## src/rtl/triple_mul_seq.sv

```systemverilog
`timescale 1ns/1ps
// Three-operand unsigned product y = a*b*c on one shared shift-add adder.
// Two 12-step multiply phases, then a write-back that overwrites or accumulates into y.
module triple_mul_seq #(
  parameter int unsigned W_OP = 12,
  parameter int unsigned W_Y  = 40
) (
  input  logic              clk,
  input  logic              rst_n,
  input  logic              in_valid,
  output logic              in_ready,
  input  logic [W_OP-1:0]   a,
  input  logic [W_OP-1:0]   b,
  input  logic [W_OP-1:0]   c,
  input  logic              e,
  input  logic              clr,
  output logic              out_valid,
  output logic [W_Y-1:0]    y
);

  localparam int unsigned W_P1 = 2 * W_OP;
  localparam int unsigned W_P  = 3 * W_OP;
  localparam logic [3:0]  LastBit = 4'(W_OP - 1);

  typedef enum logic [1:0] {StIdle, StMul1, StMul2, StWb} state_e;

  state_e            state_q, state_d;
  logic [3:0]        cnt_q, cnt_d;
  logic [W_OP-1:0]   a_q, a_d;
  logic [W_OP-1:0]   b_q, b_d;
  logic [W_OP-1:0]   c_q, c_d;
  logic              e_q, e_d;
  logic [W_P1-1:0]   p1_q, p1_d;
  logic [W_P-1:0]    p_q, p_d;
  logic [W_Y-1:0]    y_q, y_d;
  logic              out_valid_q, out_valid_d;

  logic              accept;
  logic              last_step;
  logic              bit_sel;
  logic [W_P-1:0]    addend;
  logic [W_P-1:0]    sum;

  assign accept    = in_valid & in_ready;
  assign last_step = (cnt_q == LastBit);

  // State register
  always_ff @(posedge clk or negedge rst_n) begin
    if (!rst_n) begin
      state_q <= StIdle;
    end else begin
      state_q <= state_d;
    end
  end

  // Next-state logic
  always_comb begin
    state_d = state_q;
    unique case (state_q)
      StIdle: if (accept)    state_d = StMul1;
      StMul1: if (last_step) state_d = StMul2;
      StMul2: if (last_step) state_d = StWb;
      StWb:                  state_d = StIdle;
      default:               state_d = StIdle;
    endcase
  end

  // Output logic: in_ready depends on state only
  always_comb begin
    in_ready = (state_q == StIdle);
  end

  // Shared adder: MUL1 adds shifted a under b, MUL2 adds shifted P1 under c
  always_comb begin
    bit_sel = 1'b0;
    addend  = '0;
    if (state_q == StMul1) begin
      bit_sel = b_q[cnt_q];
      addend  = bit_sel ? ({{(W_P - W_OP){1'b0}}, a_q} << cnt_q) : '0;
    end else if (state_q == StMul2) begin
      bit_sel = c_q[cnt_q];
      addend  = bit_sel ? ({{(W_P - W_P1){1'b0}}, p1_q} << cnt_q) : '0;
    end
    sum = p_q + addend;
  end

  // Datapath next-state
  always_comb begin
    cnt_d       = cnt_q;
    a_d         = a_q;
    b_d         = b_q;
    c_d         = c_q;
    e_d         = e_q;
    p1_d        = p1_q;
    p_d         = p_q;
    y_d         = y_q;
    out_valid_d = 1'b0;
    unique case (state_q)
      StIdle: begin
        if (clr) begin
          y_d = '0;
        end
        if (accept) begin
          a_d   = a;
          b_d   = b;
          c_d   = c;
          e_d   = e;
          p_d   = '0;
          cnt_d = '0;
        end
      end
      StMul1: begin
        if (last_step) begin
          p1_d  = sum[W_P1-1:0];
          p_d   = '0;
          cnt_d = '0;
        end else begin
          p_d   = sum;
          cnt_d = cnt_q + 4'd1;
        end
      end
      StMul2: begin
        p_d = sum;
        if (last_step) begin
          cnt_d = '0;
        end else begin
          cnt_d = cnt_q + 4'd1;
        end
      end
      StWb: begin
        // Accumulation wraps modulo 2^W_Y
        y_d         = e_q ? (y_q + {{(W_Y - W_P){1'b0}}, p_q})
                          : {{(W_Y - W_P){1'b0}}, p_q};
        out_valid_d = 1'b1;
      end
      default: begin
        cnt_d = '0;
      end
    endcase
  end

  always_ff @(posedge clk or negedge rst_n) begin
    if (!rst_n) begin
      cnt_q       <= '0;
      a_q         <= '0;
      b_q         <= '0;
      c_q         <= '0;
      e_q         <= 1'b0;
      p1_q        <= '0;
      p_q         <= '0;
      y_q         <= '0;
      out_valid_q <= 1'b0;
    end else begin
      cnt_q       <= cnt_d;
      a_q         <= a_d;
      b_q         <= b_d;
      c_q         <= c_d;
      e_q         <= e_d;
      p1_q        <= p1_d;
      p_q         <= p_d;
      y_q         <= y_d;
      out_valid_q <= out_valid_d;
    end
  end

  assign y         = y_q;
  assign out_valid = out_valid_q;

endmodule

```

## config.mk

```make
export PLATFORM = sky130hd
export DESIGN_NAME = triple_mul_seq
export DESIGN_NICKNAME = d
export VERILOG_FILES = /design/src/rtl/triple_mul_seq.sv
export SDC_FILE = /design/constraint.sdc
export NUM_CORES = 1
export LEC_CHECK = 0
export BUFFER_PORTS_ARGS = -buffer_cell sky130_fd_sc_hd__buf_4
export CELL_PAD_IN_SITES_DETAIL_PLACEMENT = 0
export CELL_PAD_IN_SITES_GLOBAL_PLACEMENT = 1
export CORE_ASPECT_RATIO = 0.7
export CORE_MARGIN = 2
export CORE_UTILIZATION = 30
export DETAILED_ROUTE_END_ITERATION = 10
export GPL_ROUTABILITY_DRIVEN = 0
export PLACE_DENSITY_LB_ADDON = 0.1
export SLEW_MARGIN = 5
export SYNTH_ARGS = -nofsm -noshare
export SYNTH_HDL_FRONTEND = slang
export SYNTH_SLANG_ARGS = --single-unit
```

## constraint.sdc

```tcl
create_clock -name clk -period 5.1 [get_ports clk]
set_input_delay 0.765 -clock clk [delete_from_list [all_inputs] [get_ports clk]]
set_output_delay 0.765 -clock clk [all_outputs]
set_load 0.01 [all_outputs]
```

After elaboration in Yosys (flattened, before gate mapping):

Cells that the tools add are included.

* input bits: 41
* logic and storage cells: 58
* flip-flop bits (word level): 144

* equal/unequal tests: 8
* shifts and indexed selects: 2
* $add $sub $neg: 3
* bitwise gates (word level): 1
* magnitude comparators: 1
* reductions and logical operators: 11
* muxes and demuxes: 22

Operator list (number)
* 36-bit two-way mux: 6
* 36-bit one-hot mux with 3 select lines: 1
* 40-bit two-way mux: 2
* 40-bit one-hot mux with 2 select lines: 1
* 40-bit by 36-bit adder with 40-bit output: 1
* 36-bit adder: 1
* 12-bit by 4-bit << shifter with 36-bit output: 1
* 24-bit by 4-bit << shifter with 36-bit output: 1
* 2-bit AND reduction: 5
* 1-bit binary-select mux with 4-bit select: 2
* 4-bit two-way mux: 2
* 2-bit one-hot mux with 4 select lines: 1
* 4-bit one-hot mux with 2 select lines: 1
* 2-bit two-way mux: 3
* 4-bit by 5-bit less-than comparator with 1-bit output (second input constant): 1
* 4-bit by 1-bit adder with 4-bit output (second input constant): 1
* 2-bit == test (second input constant): 2
* 4-bit == test (second input constant): 1
* 2-bit by 1-bit inequality test with 1-bit output (second input constant): 2
* 2-bit inequality test (second input constant): 2
* 2-bit nonzero test: 2
* 1-bit two-way mux: 3
* 3-bit AND reduction: 1
* 3-bit nonzero test: 1
* 4 further kinds: 4

Longest topological paths before layout:

* depth in word-level cells: 8
* depth in mapped cells: 22
* depth with buffers taken out: 21

Worst setup path after synthesis:

Ideal clock, no wire load.

* kind: register -> register
* start point: register cnt_q[0]
* end point: register p_q[35]
* stages on the path, launching flop included: 20
* data arrival time: 4351 ps
* path slack: 680 ps
* path buffers: 4
* setup time: 69 ps
* period minus slack after synthesis: 4420 ps
* cell sequence: dfrtp_1 > buf_2 > buf_1 > buf_2 > mux2i_1 > mux2i_1 > nand2_1 > o21ai_0 > a22oi_1 > o22ai_1 > ha_1 > buf_2 > nand3_1 > or4_1 > o21ai_2 > a31oi_2 > o21ai_2 > a41oi_1 > or4_1 > nand3_1

* word-level cells in the longest chain between the ends: 8

RTL lines
* start: declaration: line 28 `logic [3:0] cnt_q, cnt_d;`
* start signal: assignment: line 154 `cnt_q <= cnt_d;`
* 1-bit binary-select mux with 4-bit select: line 81 `bit_sel = c_q[cnt_q];`
* 1-bit two-way mux (not written as such): line 81
* 36-bit two-way mux: line 82 `addend = bit_sel ? ({{(W_P - W_P1){1'b0}}, p1_q} << cnt_q) : '0;`
* 36-bit two-way mux: line 80 `end else if (state_q == StMul2) begin`
* 36-bit two-way mux: line 77 `if (state_q == StMul1) begin`
* 36-bit adder: line 84 `sum = p_q + addend;`
* 36-bit two-way mux: line 113 `if (last_step) begin`
* 36-bit one-hot mux with 3 select lines *: line 98 `unique case (state_q)`
* end signal: assignment: line 160 `p_q <= p_d;`
* end: declaration: line 34 `logic [W_P-1:0] p_q, p_d;`

Every way passes the cells marked *; elsewhere a longest branch is shown, timed or not. The select of a mux whose other input is x is not followed.
A chain may end at the register's enable or synchronous reset.

Worst setup path after layout:

Ends and elaborated chain as after synthesis.

==> metrics <==
startpoint types flop; cell area after synthesis ~11000 um^2; Placed Area 12520 um^2; worst setup path start cnt_q[0]$_DFFE_PN0P_; Pins Over Slew Limit 0; delay-heaviest family, CP simple AND/OR/NAND/NOR gates; fillers 3938; vias in the first global route around 9500; initial antenna violation count 0; required time worst endpoint 5490 ps; Peak VDD IR 0.2358 mV; Clk pwr share 24.6%; Clock Pin Slew Worst Setup and Hold Paths 70 ps; Max Fclk 0.2106 GHz; Slew HR 30.62%; Net Switching 0.002370 W; max incr delay on CP ~510 ps; Yosys cell types 75; Lkg Pwr 6.304 nW; endpoints failing hold 0; Reg power frac 28.7%; largest net degree at the start of global routing 85; Mapped Cells 1254; worst reg2reg path depth 16; Setup Buffers After CTS 0; Max-Cap Viols 0; Core ar. 37210 um^2; syn nets 1375; setup TNS 0 ps; status completed; GR Overflow Total 0; reg2reg setup slack 350 ps; CTS Buffer Depth 2; drt first pass iters 4; WL final about 35000 um; worst skew pair latency 450 ps; syn avg cell area between 9 and 10 um^2; slew at the pin closest to its max-slew limit just over 1000 ps; TritonCTS clock tree yes; slowest library cell on the worst path or4_1; Tot GR Track Use a little under a fifth; Most common cell on crit path mux2i_1; per-cell routed wire length 19.18 um; Routed Antenna Nets 0; ys flop type dfrtp_1; Post-synth EDFFs 0; Post-Route Skew 13.49 ps; layout cells sized above 1 18.88%; DIE AREA ~39000 um^2; period utilization 93.09%; sw frac 41.72%; critical path type flop to flop; WP buf/inv 1; Arr. time, crit path 5140 ps; I/O pins 83; final net count between 1000 and 1500; asr flop ratio synth 100.0%; Initial Util 30.43%; DRC Markers 0; DPL Wire Length 26220 um; H-tree depth 4; CTS Buf Count 17; diode count 0; routed via count 9580; port bufs 82; Crit. End Element flop; combinational share of power 46.7%; worst path cell trace buf_4, mux2i_1, mux2i_1, mux2i_1, nor2_1, a21oi_1, o22ai_1, ha_1, nand3_1, or4_1, o21ai_2, a31oi_2, o21ai_2, a41oi_1, or4_1, nand3_1; RR Endpoint p_q[35]$_DFFE_PN0P_; die span in x 236.2 um; Final min period 4747 ps; PwrDens 431.4 nW/um^2; CTS Root Cell clkbuf_16; P&R area growth vs syn 16.30%; CTS sink count 144; worst hold path class primary input to async pin; Power Internal around 0.0033 W; vias per inst ~5.3; synth warn 0; Finished Cell Area around 13000 um^2; r2r startpoint cnt_q[0]$_DFFE_PN0P_; CP endpoint p_q[35]$_DFFE_PN0P_; sequential share of the synthesized area 31.83%; RSZ-0062 raised after global routing false; wire length of the first global-routing pass 56220 um; die height 166.5 um; count of final setup violators 0; CP Depth 16; DRT iter0 DRCs between 600 and 700; critical-path maximum fanout 24; row count between 50 and 60; Seq cells post-synth around 140
==> kinds of logic (layout without fill, tap and decap cells) <==
logic type | after synthesis | in the layout | synth area share, %
xor gates and xnor gates | 62 | 62 | 4.796
DFF | 144 | 144 | 31.83
muxes | 147 | 147 | 14.51
AOI/OAI and AO/OA | 394 | 394 | 22.50
adders and majority gates | 80 | 80 | 8.973
and+or+nand+nor | 326 | 326 | 13.80
buffers and inverters | 101 | 171 | 3.592
==> cell type report <==
cell class | instances | area (um^2) | area share, %
Tap cell | 488 | 610.6 | 4.637
Inverter | 26 | 97.59 | 0.7412
Multi-Input combinational cell | 1009 | 7343 | 55.77
Sequential cell | 144 | 3605 | 27.38
Timing Repair Buffer | 114 | 872.1 | 6.623
Clock inverter | 9 | 155.1 | 1.178
Clock buffer | 22 | 484.2 | 3.677
==> cells in the final DEF (no fill, tap or decap), types with 35 or more instances in the layout <==
| master | netlist | layout |
|---|---|---|
| nor2_1 | 73 | 72 |
| mux2i_1 | 73 | 72 |
| xnor2_1 | 35 | 35 |
| buf_4 | 4 | 112 |
| ha_1 | 78 | 78 |
| nand3_1 | 37 | 37 |
| mux2_2 | 67 | 67 |
| dfrtp_1 | 144 | 143 |
| a21oi_1 | 99 | 99 |
| o21ai_0 | 94 | 93 |
| a21o_1 | 45 | 45 |
| nand2_1 | 112 | 112 |
==> worst reg2reg max path: stages, from the launching register on <==
cell     delay, ps
dfrtp_2        500
buf_4          380
mux2i_1        340
mux2i_1        150
mux2i_1        400
nor2_1          70
a21oi_1        130
o22ai_1        140
ha_1           480
nand3_1        160
or4_1          510
o21ai_2        300
a31oi_2        210
o21ai_2        200
a41oi_1        150
or4_1          490
nand3_1         80
==> worst min path at each step <==
| stage | end | slack (ps) | cells after the start |
|---|---|---|---|
| 6_report | y[38]$_DFFE_PN0P_ | 280 | 1 |
| 3_5_place_dp | c_q[2]$_DFFE_PN0P_ | 490 | 1 |
| 5_1_grt | y[38]$_DFFE_PN0P_ | 330 | 1 |
| 2_1_floorplan | a_q[0]$_DFFE_PN0P_ | 470 | 0 |
| 3_3_place_gp | c_q[11]$_DFFE_PN0P_ | 490 | 1 |
| 4_1_cts | y[38]$_DFFE_PN0P_ | 300 | 1 |
==> synthesized netlist by cell type, types with 9 or more instances <==
library cell  number  area, um^2
ha_1              78       975.9
and3_1             9       56.30
o22ai_1           17       106.4
xnor2_1           35       306.5
a22o_1            23       201.4
a22oi_1           20       150.1
nand3_1           37       185.2
inv_1             26       97.59
nand2b_1          18       112.6
nand2_1          112       420.4
xor2_1            27       236.5
nand4_1           19       118.9
clkbuf_1          54       202.7
buf_2             10       50.05
o21bai_1          18       135.1
o21a_1            10       75.07
a21oi_1           99       495.5
a21o_1            45       337.8
nor3_1             9       45.04
and2_1            11       68.82
mux2i_1           73       730.7
o21ai_0           94       470.5
nor2_1            73       274.0
dfrtp_1          144        3603
mux2_2            67       754.5
==> power by group through the flow <==
stage          registers [W]  clock network (W)  logic [W]
3_3_place_gp         0.00166                  0    0.00267
5_1_grt              0.00167            0.00149    0.00292
2_1_floorplan        0.00155                  0    0.00188
6_report             0.00163            0.00140    0.00265
3_5_place_dp         0.00165                  0    0.00266
4_1_cts              0.00163            0.00145    0.00267
==> metrics by stage <==
step | total power [W] | worst slack [ps] | hold WS (ps) | utilization, % | instances
2_1_floorplan | 0.003435 | 679.8 | 469.4 | - | 1254
3_3_place_gp | 0.004325 | 372.1 | 493.5 | 33.64 | 1781
3_5_place_dp | 0.004313 | 308.5 | 491.7 | 33.64 | 1781
4_1_cts | 0.005756 | 287.3 | 304.2 | 35.36 | 1812
5_1_grt | 0.006088 | 26.20 | 325.5 | 35.39 | 1812
6_report | 0.005680 | 352.5 | 282.8 | 35.39 | 1812
==> timing repair <==
action	in CTS	in global routing
gates resized for setup	0	2
hold buffers	0	0
setup endpoints to repair	0	2
==> state kept, by name, indices dropped and copies added (netlist names) <==
register,count
a_q,12
y,40
p1_q,24
e_q,1
out_valid,1
cnt_q,4
state_q,2
p_q,36
c_q,12
b_q,12
==> layer usage <==
| metal | global-route usage, % | vias up | wire length (um) |
|---|---|---|---|
| met4 | 4.128 | 0 | 292 |
| li1 | - | 4768 | - |
| met5 | 0 | - | 0 |
| met3 | 2.519 | 15 | 889 |
| met1 | 28.05 | 4678 | 18780 |
| met2 | 26.52 | 119 | 14800 |
No activity file was read; power rests on OpenSTA's default activity.
